===== src/rtl/sram_seq_pkg.sv =====
// rtl/sram_seq_pkg.sv - shared types and constants for the SRAM stage sequencer
package sram_seq_pkg;

  // Current SRAM port owner, also exported on the debug/LED port
  typedef enum logic [2:0] {
    OWN_VGA  = 3'd0,
    OWN_UART = 3'd1,
    OWN_M3   = 3'd2,
    OWN_M2   = 3'd3,
    OWN_M1   = 3'd4,
    OWN_NONE = 3'd5
  } owner_t;

  typedef enum logic [2:0] {
    S_IDLE    = 3'd0,
    S_UART_RX = 3'd1,
    S_GAP     = 3'd2,
    S_M3      = 3'd3,
    S_M2      = 3'd4,
    S_M1      = 3'd5
  } seq_state_t;

  // Bit positions inside stage_enable
  localparam int IDX_M3 = 0;
  localparam int IDX_M2 = 1;
  localparam int IDX_M1 = 2;

endpackage


===== src/rtl/sram_stage_sequencer_if.sv =====
// rtl/sram_stage_sequencer_if.sv - one SRAM request bundle (address, write data, write enable)
interface sram_stage_sequencer_if #(
  parameter int ADDR_W = 18,
  parameter int DATA_W = 16
);
  logic [ADDR_W-1:0] address;
  logic [DATA_W-1:0] write_data;
  logic              we_n;

  modport master (output address, output write_data, output we_n);
  modport slave  (input address, input write_data, input we_n);
endinterface


===== src/rtl/sram_stage_sequencer_port_mux.sv =====
// rtl/sram_stage_sequencer_port_mux.sv - combinational owner-to-SRAM-port select
module sram_port_mux
  import sram_seq_pkg::*;
#(
  parameter int ADDR_W = 18,
  parameter int DATA_W = 16
) (
  input  owner_t            i_owner,
  input  logic [ADDR_W-1:0] i_vga_address,
  input  logic [ADDR_W-1:0] i_uart_address,
  input  logic [DATA_W-1:0] i_uart_write_data,
  input  logic              i_uart_we_n,
  input  logic [ADDR_W-1:0] i_m1_address,
  input  logic [DATA_W-1:0] i_m1_write_data,
  input  logic              i_m1_we_n,
  input  logic [ADDR_W-1:0] i_m2_address,
  input  logic [DATA_W-1:0] i_m2_write_data,
  input  logic              i_m2_we_n,
  input  logic [ADDR_W-1:0] i_m3_address,
  input  logic [DATA_W-1:0] i_m3_write_data,
  input  logic              i_m3_we_n,
  output logic [ADDR_W-1:0] o_address,
  output logic [DATA_W-1:0] o_write_data,
  output logic              o_we_n
);

  // Route the owning requester; VGA and the idle owner can never write
  always_comb begin
    o_address    = '0;
    o_write_data = i_uart_write_data;
    o_we_n       = 1'b1;
    case (i_owner)
      OWN_VGA:  o_address = i_vga_address;
      OWN_UART: begin
        o_address = i_uart_address;
        o_we_n    = i_uart_we_n;
      end
      OWN_M3: begin
        o_address    = i_m3_address;
        o_write_data = i_m3_write_data;
        o_we_n       = i_m3_we_n;
      end
      OWN_M2: begin
        o_address    = i_m2_address;
        o_write_data = i_m2_write_data;
        o_we_n       = i_m2_we_n;
      end
      OWN_M1: begin
        o_address    = i_m1_address;
        o_write_data = i_m1_write_data;
        o_we_n       = i_m1_we_n;
      end
      default: o_address = '0;
    endcase
  end

endmodule


===== src/rtl/sram_stage_sequencer.sv =====
// rtl/sram_stage_sequencer.sv - decode-flow scheduler owning the shared SRAM port
module sram_stage_sequencer
  import sram_seq_pkg::*;
#(
  parameter int UART_TIMEOUT    = 50_000_000,
  parameter int WATCHDOG_CYCLES = 0,
  parameter int ADDR_W          = 18,
  parameter int DATA_W          = 16
) (
  input  logic                   CLOCK_50_I,
  input  logic                   resetn,
  input  logic                   uart_rx_i,
  input  logic [2:0]             stage_enable,
  output logic                   uart_rx_initialize,
  output logic                   uart_rx_enable,
  sram_stage_sequencer_if.slave  uart_req,
  output logic                   m1_start,
  output logic                   m2_start,
  output logic                   m3_start,
  input  logic                   m1_end,
  input  logic                   m2_end,
  input  logic                   m3_end,
  sram_stage_sequencer_if.slave  m1_req,
  sram_stage_sequencer_if.slave  m2_req,
  sram_stage_sequencer_if.slave  m3_req,
  input  logic [ADDR_W-1:0]      vga_address,
  output logic                   vga_enable,
  sram_stage_sequencer_if.master sram_req,
  output owner_t                 owner,
  output logic                   busy,
  output logic                   error
);

  localparam logic [31:0] UART_LAST = 32'(UART_TIMEOUT - 1);
  localparam logic [31:0] WD_LAST   = 32'(WATCHDOG_CYCLES - 1);
  localparam bit          WD_ON     = (WATCHDOG_CYCLES > 0);

  seq_state_t  r_state;
  owner_t      r_owner;
  logic        r_m1_start, r_m2_start, r_m3_start;
  logic        r_vga_en, r_init, r_uen, r_err;
  logic [31:0] r_uart_tmr;
  logic [31:0] r_wd;
  logic [2:0]  r_en_q;
  logic        w_stage_end;

  // Only the running stage's completion pulse is honoured
  assign w_stage_end = ((r_state == S_M3) && m3_end) ||
                       ((r_state == S_M2) && m2_end) ||
                       ((r_state == S_M1) && m1_end);

  assign owner              = r_owner;
  assign m1_start           = r_m1_start;
  assign m2_start           = r_m2_start;
  assign m3_start           = r_m3_start;
  assign vga_enable         = r_vga_en;
  assign uart_rx_initialize = r_init;
  assign uart_rx_enable     = r_uen;
  assign error              = r_err;
  assign busy               = (r_state != S_IDLE);

  sram_port_mux #(.ADDR_W(ADDR_W), .DATA_W(DATA_W)) u_mux (
    .i_owner           (r_owner),
    .i_vga_address     (vga_address),
    .i_uart_address    (uart_req.address),
    .i_uart_write_data (uart_req.write_data),
    .i_uart_we_n       (uart_req.we_n),
    .i_m1_address      (m1_req.address),
    .i_m1_write_data   (m1_req.write_data),
    .i_m1_we_n         (m1_req.we_n),
    .i_m2_address      (m2_req.address),
    .i_m2_write_data   (m2_req.write_data),
    .i_m2_we_n         (m2_req.we_n),
    .i_m3_address      (m3_req.address),
    .i_m3_write_data   (m3_req.write_data),
    .i_m3_we_n         (m3_req.we_n),
    .o_address         (sram_req.address),
    .o_write_data      (sram_req.write_data),
    .o_we_n            (sram_req.we_n)
  );

  // Sequencer FSM: receive, guard cycle, stages M3/M2/M1, watchdog abort
  always_ff @(posedge CLOCK_50_I or negedge resetn) begin
    if (!resetn) begin
      r_state    <= S_IDLE;
      r_owner    <= OWN_VGA;
      r_m1_start <= 1'b0;
      r_m2_start <= 1'b0;
      r_m3_start <= 1'b0;
      r_vga_en   <= 1'b1;
      r_init     <= 1'b0;
      r_uen      <= 1'b0;
      r_err      <= 1'b0;
      r_uart_tmr <= '0;
      r_wd       <= '0;
      r_en_q     <= '0;
    end else begin
      // init and enable are back-to-back single-cycle pulses
      r_init <= 1'b0;
      r_uen  <= r_init;
      case (r_state)
        S_IDLE: begin
          if (!uart_rx_i) begin
            r_state    <= S_UART_RX;
            r_owner    <= OWN_UART;
            r_vga_en   <= 1'b0;
            r_err      <= 1'b0;
            r_init     <= 1'b1;
            r_uart_tmr <= '0;
          end
        end
        S_UART_RX: begin
          if (!uart_req.we_n) begin
            r_uart_tmr <= '0;
          end else if (r_uart_tmr == UART_LAST) begin
            r_en_q  <= stage_enable;
            r_owner <= OWN_NONE;
            r_state <= S_GAP;
          end else begin
            r_uart_tmr <= r_uart_tmr + 32'd1;
          end
        end
        S_GAP: begin
          r_wd <= '0;
          if (r_en_q[IDX_M3]) begin
            r_en_q[IDX_M3] <= 1'b0;
            r_state        <= S_M3;
            r_owner        <= OWN_M3;
            r_m3_start     <= 1'b1;
          end else if (r_en_q[IDX_M2]) begin
            r_en_q[IDX_M2] <= 1'b0;
            r_state        <= S_M2;
            r_owner        <= OWN_M2;
            r_m2_start     <= 1'b1;
          end else if (r_en_q[IDX_M1]) begin
            r_en_q[IDX_M1] <= 1'b0;
            r_state        <= S_M1;
            r_owner        <= OWN_M1;
            r_m1_start     <= 1'b1;
          end else begin
            r_state  <= S_IDLE;
            r_owner  <= OWN_VGA;
            r_vga_en <= 1'b1;
          end
        end
        S_M3, S_M2, S_M1: begin
          // Completion wins over a watchdog expiry in the same cycle
          if (w_stage_end) begin
            r_m1_start <= 1'b0;
            r_m2_start <= 1'b0;
            r_m3_start <= 1'b0;
            r_owner    <= OWN_NONE;
            r_state    <= S_GAP;
          end else if (WD_ON && (r_wd == WD_LAST)) begin
            r_m1_start <= 1'b0;
            r_m2_start <= 1'b0;
            r_m3_start <= 1'b0;
            r_err      <= 1'b1;
            r_owner    <= OWN_VGA;
            r_vga_en   <= 1'b1;
            r_state    <= S_IDLE;
          end else begin
            r_wd <= r_wd + 32'd1;
          end
        end
        default: begin
          r_state  <= S_IDLE;
          r_owner  <= OWN_VGA;
          r_vga_en <= 1'b1;
        end
      endcase
    end
  end

endmodule


===== src/flat_wrapper.sv =====
// flat-port wrapper written by rule: the top's interface ports become plain ports
module sram_stage_sequencer_flat import sram_seq_pkg::*;
#(
  parameter int UART_TIMEOUT    = 50_000_000,
  parameter int WATCHDOG_CYCLES = 0,
  parameter int ADDR_W          = 18,
  parameter int DATA_W          = 16
)
  (CLOCK_50_I, resetn, uart_rx_i, stage_enable, uart_rx_initialize, uart_rx_enable, m1_start, m2_start, m3_start, m1_end, m2_end, m3_end, vga_address, vga_enable, owner, busy, error, uart_req_address, uart_req_write_data, uart_req_we_n, m1_req_address, m1_req_write_data, m1_req_we_n, m2_req_address, m2_req_write_data, m2_req_we_n, m3_req_address, m3_req_write_data, m3_req_we_n, sram_req_address, sram_req_write_data, sram_req_we_n);
  sram_stage_sequencer_if #(.ADDR_W(ADDR_W), .DATA_W(DATA_W)) uart_req_i ();
  sram_stage_sequencer_if #(.ADDR_W(ADDR_W), .DATA_W(DATA_W)) m1_req_i ();
  sram_stage_sequencer_if #(.ADDR_W(ADDR_W), .DATA_W(DATA_W)) m2_req_i ();
  sram_stage_sequencer_if #(.ADDR_W(ADDR_W), .DATA_W(DATA_W)) m3_req_i ();
  sram_stage_sequencer_if #(.ADDR_W(ADDR_W), .DATA_W(DATA_W)) sram_req_i ();
  input  logic CLOCK_50_I;
  input  logic resetn;
  input  logic uart_rx_i;
  input  logic [2:0] stage_enable;
  output logic uart_rx_initialize;
  output logic uart_rx_enable;
  output logic m1_start;
  output logic m2_start;
  output logic m3_start;
  input  logic m1_end;
  input  logic m2_end;
  input  logic m3_end;
  input  logic [ADDR_W-1:0] vga_address;
  output logic vga_enable;
  output owner_t owner;
  output logic busy;
  output logic error;
  input wire logic [$bits(uart_req_i.address)-1:0] uart_req_address;
  input wire logic [$bits(uart_req_i.write_data)-1:0] uart_req_write_data;
  input wire logic [$bits(uart_req_i.we_n)-1:0] uart_req_we_n;
  input wire logic [$bits(m1_req_i.address)-1:0] m1_req_address;
  input wire logic [$bits(m1_req_i.write_data)-1:0] m1_req_write_data;
  input wire logic [$bits(m1_req_i.we_n)-1:0] m1_req_we_n;
  input wire logic [$bits(m2_req_i.address)-1:0] m2_req_address;
  input wire logic [$bits(m2_req_i.write_data)-1:0] m2_req_write_data;
  input wire logic [$bits(m2_req_i.we_n)-1:0] m2_req_we_n;
  input wire logic [$bits(m3_req_i.address)-1:0] m3_req_address;
  input wire logic [$bits(m3_req_i.write_data)-1:0] m3_req_write_data;
  input wire logic [$bits(m3_req_i.we_n)-1:0] m3_req_we_n;
  output wire logic [$bits(sram_req_i.address)-1:0] sram_req_address;
  output wire logic [$bits(sram_req_i.write_data)-1:0] sram_req_write_data;
  output wire logic [$bits(sram_req_i.we_n)-1:0] sram_req_we_n;
  assign uart_req_i.address = uart_req_address;
  assign uart_req_i.write_data = uart_req_write_data;
  assign uart_req_i.we_n = uart_req_we_n;
  assign m1_req_i.address = m1_req_address;
  assign m1_req_i.write_data = m1_req_write_data;
  assign m1_req_i.we_n = m1_req_we_n;
  assign m2_req_i.address = m2_req_address;
  assign m2_req_i.write_data = m2_req_write_data;
  assign m2_req_i.we_n = m2_req_we_n;
  assign m3_req_i.address = m3_req_address;
  assign m3_req_i.write_data = m3_req_write_data;
  assign m3_req_i.we_n = m3_req_we_n;
  assign sram_req_address = sram_req_i.address;
  assign sram_req_write_data = sram_req_i.write_data;
  assign sram_req_we_n = sram_req_i.we_n;
  sram_stage_sequencer #(.UART_TIMEOUT(UART_TIMEOUT), .WATCHDOG_CYCLES(WATCHDOG_CYCLES), .ADDR_W(ADDR_W), .DATA_W(DATA_W)) u_core (.CLOCK_50_I(CLOCK_50_I), .resetn(resetn), .uart_rx_i(uart_rx_i), .stage_enable(stage_enable), .uart_rx_initialize(uart_rx_initialize), .uart_rx_enable(uart_rx_enable), .uart_req(uart_req_i), .m1_start(m1_start), .m2_start(m2_start), .m3_start(m3_start), .m1_end(m1_end), .m2_end(m2_end), .m3_end(m3_end), .m1_req(m1_req_i), .m2_req(m2_req_i), .m3_req(m3_req_i), .vga_address(vga_address), .vga_enable(vga_enable), .sram_req(sram_req_i), .owner(owner), .busy(busy), .error(error));
endmodule

===== config.mk =====
export PLATFORM = sky130hd
export DESIGN_NAME = sram_stage_sequencer_flat
export DESIGN_NICKNAME = d
export VERILOG_FILES = /design/src/rtl/sram_seq_pkg.sv /design/src/rtl/sram_stage_sequencer_if.sv /design/src/rtl/sram_stage_sequencer_port_mux.sv /design/src/rtl/sram_stage_sequencer.sv /design/src/flat_wrapper.sv
export SDC_FILE = /design/constraint.sdc
export NUM_CORES = 1
export LEC_CHECK = 0
export CORE_ASPECT_RATIO = 2
export CORE_MARGIN = 2
export CORE_UTILIZATION = 42
export CTS_BUF_LIST = sky130_fd_sc_hd__clkbuf_16
export DETAILED_ROUTE_END_ITERATION = 10
export GPL_TIMING_DRIVEN = 0
export PLACE_DENSITY = 0.86
export SLEW_MARGIN = 30
export SYNTH_ARGS = -nofsm -noshare
export SYNTH_HDL_FRONTEND = slang
export SYNTH_SLANG_ARGS = --single-unit

===== constraint.sdc =====
create_clock -name CLOCK_50_I -period 4.9 [get_ports CLOCK_50_I]
set_input_delay 1.225 -clock CLOCK_50_I [delete_from_list [all_inputs] [get_ports CLOCK_50_I]]
set_output_delay 1.225 -clock CLOCK_50_I [all_outputs]
set_load 0.01 [all_outputs]

# [Word level (Yosys, flattened, before mapping)]
# Cells that the tools add are included.
[totals] input_bits=167 wordCells=101 output_inout_bits=46 register_bits=47
[op_classes] addsub=1 reduce_logical=22 n_mux=44 bitwise=1 n_eq_ne=21
[op_table] cell="two-way mux 32 bit" count=3
[op_table] cell="one-hot mux 18 bit (5 select lines)" count=1
[op_table] cell="one-hot mux 32 bit (2 select lines)" count=1
[op_table] cell="one-hot mux 16 bit (3 select lines)" count=1
[op_table] cell="two-way mux 3 bit" count=15
[op_table] cell="adder 32 x 1 -> 32 bit, second input constant" count=1
[op_table] cell="equality test 32 x 26 -> 1 bit, second input constant" count=1
[op_table] cell="one-hot mux 3 bit (4 select lines)" count=2
[op_table] cell="AND reduction 5 bit" count=3
[op_table] cell="two-way mux 1 bit" count=14
[op_table] cell="equality test 3 x 2 -> 1 bit, second input constant" count=4
[op_table] cell="AND reduction 4 bit" count=3
[op_table] cell="!= test 2 x 1 -> 1 bit, second input constant" count=5
[op_table] cell="!= test 2 bit, second input constant" count=5
[op_table] cell="equality test 3 bit, second input constant" count=3
[op_table] cell="AND reduction 3 bit" count=3
[op_table] cell="equality test 3 x 1 -> 1 bit, second input constant" count=2
[op_table] cell="logical NOT 3 bit" count=2
[op_table] cell="one-hot mux 1 bit (2 select lines)" count=3
[op_table] cell="one-hot mux 3 bit (2 select lines)" count=1
[op_table] cell="nonzero test 2 bit" count=3
[op_table] cell="one-hot mux 1 bit (4 select lines)" count=1
[op_table] cell="OR reduction 4 bit" count=1
[op_table] cell="logical AND 1 bit" count=3
[op_table] cell="other kinds (7)" count=8

# [Longest topological paths before layout]
[logic_depth] depth_word=6 ltp_mapped=7 depth_no_buf=6

# [By module]
# From an unflattened synthesis, not the netlist that was laid out.
[unflattened] cells_unflattened=493 hier_area_um2=4180.3
[modules_own_cells] module="sram_stage_sequencer" cells_each=303 area_per_inst_um2=2685.1 instances=1
[modules_own_cells] module="sram_port_mux" cells_each=190 area_per_inst_um2=1495.2 instances=1

# [Worst setup path before layout]
# OpenSTA, ideal clock, no wires.
[synth_path] path_type="input-to-output" from="in m2_req_address[16]" to="out sram_req_address[16]" path_slack_ns=1.837 required_time_ns=3.675 stages=3 t_arrival_ns=1.838 n_path_buf=0 path_cell_list="mux4_2 inv_1 o21ai_0"
[synth_via] elab_chain_cells=1
[synth_rtl] element="from (decl)" line="flat_wrapper.sv:38" source="input wire logic [$bits(m2_req_i.address)-1:0] m2_req_address;"
[synth_rtl] element="one-hot mux 18 bit (5 select lines)" line="sram_stage_sequencer_port_mux.sv:32" source="case (i_owner)"
[synth_rtl] element="to (decl)" line="flat_wrapper.sv:44" source="output wire logic [$bits(sram_req_i.address)-1:0] sram_req_address;"
# No other way between the ends.

# [Worst setup path in the final report]
[layout_path] from="reg u_core.r_owner[0], in the netlist u_core.owner[0]" to="out sram_req_address[11]"
[layout_via] elab_chain_cells=2
[layout_rtl] element="from (decl)" line="sram_stage_sequencer.sv:39" source="owner_t r_owner;"
[layout_rtl] element="from (signal assigned)" line="sram_stage_sequencer.sv:86" source="r_owner <= OWN_VGA;"
[layout_rtl] element="from (signal assigned)" line="sram_stage_sequencer.sv:105" source="r_owner <= OWN_UART;"
[layout_rtl] element="from (signal assigned)" line="sram_stage_sequencer.sv:117" source="r_owner <= OWN_NONE;"
[layout_rtl] element="equality test 3 bit, or another cell as far along" line="sram_stage_sequencer_port_mux.sv:32"
[layout_rtl] element="one-hot mux 18 bit (5 select lines) *" line="sram_stage_sequencer_port_mux.sv:32"
# Every way passes the cells marked *; elsewhere a longest branch is shown, timed or not.

==> results.py <==
metrics = {
    "status": {
        "status": "finished, final reports clean",
    },
    "die": {
        "die_area_um2": 9790,
        "core_area_um2": 8650,
        "row_count": 48,
        "dieWidth_um": 71.0,
        "die-height_um": 138,
        "ioPinCount": 213,
        "initial_core_util_pct": 43.5,
    },
    "pwr": {
        "combPwrFrac_pct": 67.5,
        "power.density_nw_per_um2": 457,
        "clock_power_share_pct": 13.9,
        "p_leak_nw": 2.42,
        "seqPwrFrac_pct": 18.5,
        "swShare_pct": 43.2,
        "power.internal_mw": 1.60,
        "vdd_drop_max_v": 0.000395,
        "p_switching_mw": 1.22,
    },
    "global_route": {
        "grt_pass1_vias": 4904,
        "grtUsageTotal_pct": 35.1,
        "antenna_found_initial": 0,
        "grt_start_max_net_pins": 48,
        "grt_overflow": 0,
        "grt_pass1_wl_mm": 26.4,
    },
    "worst_setup_path": {
        "rr_worst_depth": 6,
        "critPathKind": "reg2out",
        "ff2ff_setup_slack_ps": 2410,
        "crit_path_start_kind": "register",
        "critPathCaptureType": "output pin",
        "cp.arrival_ps": 3260,
        "required_ps": 3670,
        "cp_max_fo": 10,
        "r2r_start": "u_core.r_uart_tmr[7]",
        "r2r-end": "u_core.r_uart_tmr[1]",
    },
    "sta": {
        "hold_slack_ps": 380,
        "fin_worst_skew_ps": 2.76,
        "setup_ws_ps": 416,
        "slew_violations": 0,
        "fmax_mhz": 223,
        "setup_violations": 0,
        "worst_slew_pin_slew_ps": 966,
        "hold_viol": 0,
        "fin_crit_sh_pct": 91.5,
        "rsz0062_at_grt": "no",
        "setup_tns_ps": 0,
        "slew_headroom_pct": 35.0,
        "fin_crit_ps": 4480,
    },
    "detailed_routing": {
        "wl_mm": 17.7,
        "drt-wirelength-per-cell_um": 23.0,
        "firstDrtPassIters": 8,
        "antenna_left": 0,
        "drc": 0,
        "via_per_inst": 6.46,
        "vias": 4962,
        "drt-initial-drc-count": 349,
    },
    "final_layout": {
        "multi_input_area_um2": 2390,
        "layout-drive-gt1-share_pct": 9.00,
        "seq_area_um2": 1180,
        "layout.nets": 834,
        "fillCellCount": 685,
        "fin_cells": 768,
        "area_growth_pct": 63.9,
    },
    "min_path": {
        "hold_path_depth": 0,
        "holdPathEnd": "u_core.uart_rx_enable",
        "hp-class": "reg2reg",
        "min_from": "u_core.uart_rx_initialize",
    },
    "clocking": {
        "post_cts_buffers": 0,
        "cts_root_buffer": "clkbuf_16",
        "cts_inserted_buffers": 5,
        "ctsResizeCount": 0,
        "clk_pin_slew_ps": 70,
        "cts_buffer_depth": 2,
        "htreeDepth": 2,
        "cts.sink_count": 47,
        "cts_tree": "yes",
        "postCtsHoldBufs": 0,
        "insertion_delay_ps": 300,
    },
    "placement": {
        "dp_slack_ps": 840,
        "dp.cells": 759,
        "io_buffer_count": 211,
        "dp_hpwl_mm": 14.1,
        "place.gp.congestion": 1.13,
    },
    "synth": {
        "synthDistinctLibCells": 60,
        "yosysSeqAreaShare_pct": 31.3,
        "synthFlopType": "dfrtp_1",
        "yosys.area.top_type_share_pct": 30.6,
        "netlist_area_um2": 3770,
        "yosys.area.top_type": "dfrtp_1",
        "synthCells": 448,
        "synth_edf_count": 0,
        "ys_ff_latch": 47,
        "synthArstFlopShare_pct": 100,
        "yosys-top-cells-area": "dfrtp_1, a22oi_1, mux2_2",
        "postSynthNetCount": 616,
        "synth_warnings": 0,
        "avgSynthCellArea_um2": 8.41,
    },
    "job": {
        "cap_violations": 0,
    },
}
cell usage in the layout, fill, tap and decap left out, types with 7 or more instances in the layout:
cell / synthesis / layout
o221a_2: 16 / 16
o22ai_1: 19 / 19
dfrtp_1: 46 / 46
mux2i_1: 19 / 19
clkdlybuf4s50_1: 0 / 210
mux2_2: 18 / 18
clkbuf_1: 28 / 28
inv_1: 13 / 13
nor2_1: 18 / 18
nand3_1: 21 / 21
a22oi_1: 34 / 34
nor2b_1: 8 / 8
o21ai_0: 38 / 38
nand4_1: 7 / 7
a31oi_1: 9 / 9
a21oi_1: 25 / 25
nand2_1: 37 / 37
stage by stage:
stage	power, mW	area, um2	util, %
2_1_floorplan	1.51	3770	-
3_3_place_gp	2.34	6000	69.4
3_5_place_dp	2.38	6000	69.4
4_1_cts	2.78	6160	71.3
5_1_grt	2.95	6170	71.3
6_report	2.82	6170	71.4
how the worst max path moves through the flow:
stage / from / endpoint / slack [ps] / cells after the start
finish: u_core.owner[0] / sram_req_address[11] / 420 / 7
global route: u_core.owner[0] / sram_req_address[11] / 240 / 7
CTS: u_core.owner[0] / sram_req_address[14] / 490 / 7
detailed placement: u_core.owner[0] / sram_req_address[11] / 840 / 7
global placement: u_core.owner[0] / sram_req_address[11] / 880 / 7
floorplan: m2_req_address[16] / sram_req_address[16] / 1840 / 3
state kept, by name (all words and copies together) (netlist names), 3 cells and up:
name / cells
u_core.owner: 3
u_core.r_en_q: 3
u_core.r_state: 3
u_core.r_uart_tmr: 32
layout make-up:
| cell class | instances | share of cell area, % |
|---|---|---|
| Multi-Input combinational cell | 353 | 38.8 |
| Timing Repair Buffer | 211 | 34.2 |
| Sequential cell | 47 | 19.1 |
| Buffer | 35 | 2.43 |
| Clock buffer | 5 | 2.03 |
| Tap cell | 100 | 2.03 |
| Inverter | 13 | 0.791 |
| Clock inverter | 3 | 0.628 |
| Antenna cell | 1 | 0.0405 |
power by group through the flow:
| stage | combinational (mW) | sequential, mW | clock (mW) |
|---|---|---|---|
| detailed placement | 1.86 | 0.528 | 0 |
| floorplan | 0.985 | 0.526 | 0 |
| CTS | 1.87 | 0.521 | 0.393 |
| global placement | 1.82 | 0.524 | 0 |
| finish | 1.90 | 0.523 | 0.393 |
| global route | 2.01 | 0.532 | 0.407 |
cell usage after synthesis (3+ instances only):
cell and instances:
a31oi_1 9, nand4_1 7, mux2_2 18, inv_1 13, nor2b_1 8, o31ai_1 6
mux2i_1 19, o22ai_1 19, or4_1 5, o21ai_0 38, buf_2 3, a41oi_1 3
nand3_1 21, or3_1 5, nor3b_1 3, and2_1 6, and3_1 3, nand2_1 37
a21oi_1 25, nor4_1 5, nor3_1 5, nand2b_1 6, o221a_2 16, nor2_1 18
clkbuf_1 28, a22oi_1 34, dfrtp_1 46, o311ai_0 3
routing by layer:
metal | vias to the layer above | share of wire (%) | track usage [%]
met5 | - | 0 | 0
met4 | 0 | 4.7 | 18.1
met3 | 77 | 13 | 11.2
met2 | 395 | 51 | 63.2
met1 | 2313 | 31 | 35.7
li1 | 2177 | - | -
cell families (layout without fill, tap and decap cells):
group	after synthesis	after routing	synth area share, %
and+or+nand+nor	139	139	19.8
AOI/OAI and AO/OA	170	170	31.0
DFF	47	47	31.3
xor gates and xnor gates	2	2	0.465
other	1	2	0.0996
buffers and inverters	48	267	5.28
muxes	40	40	11.8
adders and majority gates	1	1	0.332
worst max-delay path, cell delays in order, from the launching register on:
cell and delay (ps):
dfrtp_1 370, clkbuf_1 440, inv_1 150, nor2_1 500
clkbuf_1 480, a22oi_1 140, o22ai_1 280, clkdlybuf4s50_1 600
Power figures use the tool's default switching activity.
